`src/rtl/half_adder_nor.sv`:
```
// WIDTH-lane registered half adder whose datapath uses only 2-input NOR cells.
// Optional shadow self-check enabled by defining HALF_ADDER_SELFCHECK_EN.

module half_adder_nor_nor2 (
  input  logic x,
  input  logic y,
  output logic z
);
  assign z = ~(x | y);
endmodule

module half_adder_nor #(
  parameter int unsigned WIDTH = 1,
  parameter int unsigned CNT_W = 16
) (
  input  logic             clk,
  input  logic             rst,
  input  logic             in_valid,
  input  logic [WIDTH-1:0] a,
  input  logic [WIDTH-1:0] b,
  output logic [WIDTH-1:0] sum,
  output logic [WIDTH-1:0] carry,
  output logic             out_valid,
  output logic [CNT_W-1:0] op_count,
  output logic             err
);

  logic [WIDTH-1:0] s_net;
  logic [WIDTH-1:0] c_net;

  for (genvar i = 0; i < WIDTH; i++) begin : g_lane
    logic n1, n2, n3, xn, na, nb;
    half_adder_nor_nor2 u_n1 (.x(a[i]), .y(b[i]), .z(n1));
    half_adder_nor_nor2 u_n2 (.x(a[i]), .y(n1),   .z(n2));
    half_adder_nor_nor2 u_n3 (.x(b[i]), .y(n1),   .z(n3));
    half_adder_nor_nor2 u_xn (.x(n2),   .y(n3),   .z(xn));
    half_adder_nor_nor2 u_s  (.x(xn),   .y(xn),   .z(s_net[i]));
    half_adder_nor_nor2 u_na (.x(a[i]), .y(a[i]), .z(na));
    half_adder_nor_nor2 u_nb (.x(b[i]), .y(b[i]), .z(nb));
    half_adder_nor_nor2 u_c  (.x(na),   .y(nb),   .z(c_net[i]));
  end

  logic [WIDTH-1:0] sum_q, sum_d;
  logic [WIDTH-1:0] carry_q, carry_d;
  logic             out_valid_q, out_valid_d;
  logic [CNT_W-1:0] op_count_q, op_count_d;

  always_comb begin
    sum_d       = sum_q;
    carry_d     = carry_q;
    out_valid_d = 1'b0;
    op_count_d  = op_count_q;
    if (rst) begin
      sum_d      = '0;
      carry_d    = '0;
      op_count_d = '0;
    end else if (in_valid) begin
      sum_d       = s_net;
      carry_d     = c_net;
      out_valid_d = 1'b1;
      // Saturate rather than wrap.
      if (op_count_q != {CNT_W{1'b1}}) op_count_d = op_count_q + CNT_W'(1);
    end
  end

  always_ff @(posedge clk) begin
    sum_q       <= sum_d;
    carry_q     <= carry_d;
    out_valid_q <= out_valid_d;
    op_count_q  <= op_count_d;
  end

  assign sum       = sum_q;
  assign carry     = carry_q;
  assign out_valid = out_valid_q;
  assign op_count  = op_count_q;

`ifdef HALF_ADDER_SELFCHECK_EN
  logic [WIDTH-1:0] lane_bad;
  logic             err_q, err_d;

  // Behavioural shadow; only feeds the error flag, never the datapath.
  assign lane_bad = ((a ^ b) ^ s_net) | ((a & b) ^ c_net);

  always_comb begin
    err_d = err_q;
    if (rst) begin
      err_d = 1'b0;
    end else if (in_valid && (lane_bad != '0)) begin
      err_d = 1'b1;
    end
  end

  always_ff @(posedge clk) begin
    err_q <= err_d;
  end

  assign err = err_q;

`ifndef SYNTHESIS
  always_ff @(posedge clk) begin
    if (!rst && in_valid) begin
      for (int i = 0; i < WIDTH; i++) begin
        if (lane_bad[i]) $warning("selfcheck t=%0t lane=%0d a=%b b=%b", $time, i, a[i], b[i]);
      end
    end
  end
`endif
`else
  assign err = 1'b0;
`endif

endmodule

```
`config.mk`:
```
export PLATFORM = sky130hd
export DESIGN_NAME = half_adder_nor
export DESIGN_NICKNAME = d
export VERILOG_FILES = /design/src/rtl/half_adder_nor.sv
export SDC_FILE = /design/constraint.sdc
export NUM_CORES = 1
export LEC_CHECK = 0
export ABC_AREA = 1
export CORE_MARGIN = 2
export CORE_UTILIZATION = 48
export CTS_BUF_LIST = sky130_fd_sc_hd__clkbuf_4 sky130_fd_sc_hd__clkbuf_8 sky130_fd_sc_hd__clkbuf_16
export CTS_CLUSTER_SIZE = 20
export DETAILED_ROUTE_END_ITERATION = 16
export GPL_ROUTABILITY_DRIVEN = 0
export PLACE_DENSITY = 0.87
export SLEW_MARGIN = 25
export SYNTH_ARGS = -nofsm -noshare
export SYNTH_HDL_FRONTEND = slang
export SYNTH_SLANG_ARGS = --single-unit
```
`constraint.sdc`:
```
create_clock -name clk -period 1.5 [get_ports clk]
set_input_delay 0.15 -clock clk [delete_from_list [all_inputs] [get_ports clk]]
set_output_delay 0.15 -clock clk [all_outputs]
set_load 0.01 [all_outputs]
```
# [After elaboration in Yosys (flattened, before gate mapping)]
# Index checks and enable logic that the tools add are counted.
[word_totals] output_inout_bits=20 word_cells=19 reg_bits=19
[classes] eq_ne=1 n_mux=1 add_sub_neg=1 n_bitwise=11 reduce_logical=1
[ops] op="adder 16 x 1 -> 16 bit, second input constant" n=1
[ops] op="inequality test 16 bit, second input constant" n=1
[ops] op="NOT 1 bit" n=6
[ops] op="OR 1 bit" n=5
[ops] op="AND reduction 2 bit" n=1
[ops] op="2-to-1 mux 1 bit" n=1

# [Longest topological paths before layout]
[logic_depth] word_depth=5 ltp_mapped=9

# [By module]
# A second synthesis with hierarchy kept.
[hier_totals] cells_unflattened=184 area_unflattened_um2=1148.6
[by_module_without_submodules] module="half_adder_nor" n_inst=1 area_per_inst_um2=1118.6 cells_per_inst=176
[by_module_without_submodules] module="half_adder_nor_nor2" n_inst=8 area_per_inst_um2=3.8 cells_per_inst=1

# [Least setup slack after synthesis]
# No wires, ideal clock.
[synth_path] path_kind="register to register" startpoint="register op_count_q[0] (netlist: op_count[0])" endpoint="register op_count_q[9] (netlist: op_count[9])" required_time_ns=1.385 setup_slack_ns=0.129 path_stages_with_launch=8 setup_time_ns=0.115 arrival_time_ns=1.256 period_less_slack_ns=1.371 cell_sequence="dfxtp_1 > ha_1 > inv_1 > nor2_4 > nand4_4 > buf_6 > a21oi_1 > nor2_1"
[synth_via] elab_chain_len=2 word_cells_on_any_way=3 classes_between="add/sub (1); eq/ne (1); reduce/logical (1)"
[synth_lines] element="start: declaration" line="46" source="logic [CNT_W-1:0] op_count_q, op_count_d;"
[synth_lines] element="start signal: assignment" line="70" source="op_count_q <= op_count_d;"
[synth_lines] element="branches (longest 2 deep; another with adder 16 x 1 -> 16 bit)"
# Several ways; the timed one is not identified.
# A chain may end at the register's enable or synchronous reset.

# [Worst setup path in the final report]
[layout_path] startpoint="register op_count_q[2] (netlist: op_count[2])" endpoint="output port op_count[2]"
[layout_rtl] element="end: declaration" line="24" source="output logic [CNT_W-1:0] op_count,"
# No word-level cell between the ends.

==> results.txt <==
global-route usage over all layers = 21.4%
setup slack of the worst register-to-register path = 0.12 ns
power density of the placed cells = 632 nW/um^2
Seq/Total Area, Yosys = 36.2%
vias after detailed routing = 1082
Yosys top cell area share = 36.2%
proportion of layout cells with a drive suffix above 1 = 15.1%
Initial Utilization = 52.0%
ANT cells = 0
clk_lat worst skew = 0.29 ns
highest cell delay on the worst timing path = 0.56 ns
final number of hold-violating endpoints = 0
met1 GRT Util = 25.0%
synth warn = 0
Layout Area Growth over Synthesis = 33.7%
Clock H-tree levels = 1
root buf cell = clkbuf_4
final worst-path cycle share = 95.2%
hold crit path type = in -> reg
Placeable Area = 2020 um^2
Nets = 200
hold path depth = 2
largest net degree at the start of global routing = 16
power share of the clock group = 30.8%
most heavily used metal layer in global routing = met2
most common cell after layout, fill and taps aside = nand2_1
met2 Usage GRT = 39.3%
die outline area = 2580 um^2
TritonCTS Buffers = 3
post-synthesis cell type count = 17
met3 global-route usage = 3.87%
Routed Wire Length = 2.46 mm
number of non-filler instances in the completed layout = 219
post-CTS repair timing setup buffer count = 0
CTS tree = done
top-level I/O count = 25
most frequent cells in the layout = 45 x nand2_1, 39 x nor2_1, 20 x clkdlybuf4s50_1
Finish-stage setup viols = 0
fraction of power spent switching nets = 23.2%
hold endpoint = out_valid
Sw Pwr = 206 uW
endpoint type of the worst setup path = output port
# port buffers = 23
part of the power in registers = 58.9%
netlist area before placement = 1050 um^2
number of DRC markers in iteration 0 = 40
Crit Path Category = reg -> out
total iterations of the first detailed-routing run = 5
count of nets left with antenna violations after detail routing = 0
routed wirelength normalized by instance count = 11.2 um
gate count after technology mapping = 162
remaining design rule violation count = 0
total internal power = 682 uW
setup slack after placement = -0.0370 ns
leftover overflow at the end of global routing = 0
maximum clock rate = 0.701 GHz
VDD IR max = 640 uV
via count of the first global-routing pass = 1049
hold wc startpoint = rst
total number of clock tree sinks = 19
slowest stage cell on the critical path = clkdlybuf4s50_1
placed wire-length estimate = 1.88 mm
max capacitance violation total = 0
Post-Route Skew = 0.00327 ns
CTS clk-pin slew, worst paths = 0.11 ns
number of nets produced by synthesis = 169
area leader, netlist = dfxtp_1
Critical Path AT = 1.28 ns
Cell Rows = 16
number of cells after detailed placement = 215
initial antenna violation count = 0
setup slack after layout = 0.0727 ns
depth of the worst register-to-register path = 6
synthesized flop and latch total = 19
mean post-synth cell area = 6.49 um^2
Total Power = 889 uW
number of buffer and inverter stages on the critical path = 1
Worst Path Required = 1.35 ns
RR Endpoint = op_count[6]
highest fanout seen on the critical path = 5
startpoint type of the worst setup path = register
run status = complete, no violations
cell-by-cell listing of the critical path = clkdlybuf4s50_1
kind of cell adding the most delay to the critical path = buffers and inverters
filler cell count in the final layout = 172
min Tclk post-route = 1.43 ns
global-route wire length before repair = 4.28 mm
combinational group share of total power = 10.4%
clk buf depth = 2
vias per cell = 4.94
final max-slew violation count = 0
ranking of synthesized cells by area = dfxtp_1 36%, nand2_1 16%, nor2_1 14%, inv_1 5.4%, nand3_1 5.2%
worst reg2reg path startpoint = op_count[0]
horizontal die dimension = 50.8 um
y dimension of the die = 50.8 um
Leakage Power = 0.000609 uW
## state kept, by name, indices dropped and copies added (netlist names)
| register | count |
|---|---|
| carry | 1 |
| op_count | 16 |
| out_valid | 1 |
| sum | 1 |
## cells by family after synthesis
logic type	Yosys count	share of synthesized area (%)
adder cells (fa/ha/maj)	2	2.38
other	1	0.357
AND/OR/NAND/NOR	109	46.8
buffers and inverters	18	7.86
AO/OA/AOI/OAI	13	6.43
flip-flops	19	36.2
## cells in the mapped netlist
cell type / count
dfxtp_1: 19
nand2_2: 2
nor2_1: 40
buf_4: 2
nand3_2: 1
nor2_4: 4
o21ai_0: 4
nand3_1: 11
nand2_1: 46
a21oi_1: 8
ha_1: 2
nand4_4: 1
nor2_2: 4
o21bai_1: 1
inv_1: 15
conb_1: 1
buf_6: 1
## power groups by stage
| stage | registers (uW) | clock network, uW | logic, uW |
|---|---|---|---|
| 2_1_floorplan | 539 | 0 | 38.7 |
| 3_3_place_gp | 534 | 0 | 85.4 |
| 3_5_place_dp | 534 | 0 | 91.0 |
| 4_1_cts | 523 | 277 | 91.3 |
| 5_1_grt | 525 | 301 | 102 |
| 6_report | 523 | 273 | 92.1 |
## layer usage
metal	up-vias	wire (um)
li1	562	-
met4	0	14
met2	25	1260
met3	2	119
met5	-	0
met1	493	1060
## worst max path at each step
| stage | to | depth (start not counted) | slack (ns) | from |
|---|---|---|---|---|
| detailed placement | op_count[15] | 8 | -0.04 | in_valid |
| floorplan | op_count[9] | 7 | 0.13 | op_count[0] |
| global route | op_count[1] | 9 | -0.01 | op_count[0] |
| finish | op_count[2] | 1 | 0.07 | op_count[2] |
| global placement | op_count[15] | 8 | 0.04 | in_valid |
| CTS | op_count[8] | 9 | 0.01 | op_count[0] |
## cell type report
class | instances | area [um^2] | share of cell area [%]
sequential | 19 | 389 | 27.7
tap | 27 | 33.8 | 2.40
clock buffer | 4 | 30.0 | 2.14
inverter | 15 | 56.3 | 4.01
multi-input combinational | 125 | 613 | 43.6
timing repair buffer | 29 | 283 | 20.1
## stage by stage
stage	util, %	cell area [um^2]	hold WS [ns]	TNS (ns)
final	69.5	1410	0.427	0
after global routing	69.5	1410	0.430	-0.0243
after CTS	67.5	1360	0.429	0
after detailed placement	66.0	1330	0.506	-0.0699
after global placement	66.0	1330	0.480	0
after floorplan	-	1050	0.219	0
## repair_timing
action | 4_1_cts | 5_1_grt
hold buffers | 0 | 0
gates resized for setup | 0 | 15
endpoints found under the setup margin | 0 | 19
Note: power is estimated with default switching activity, not from simulation.
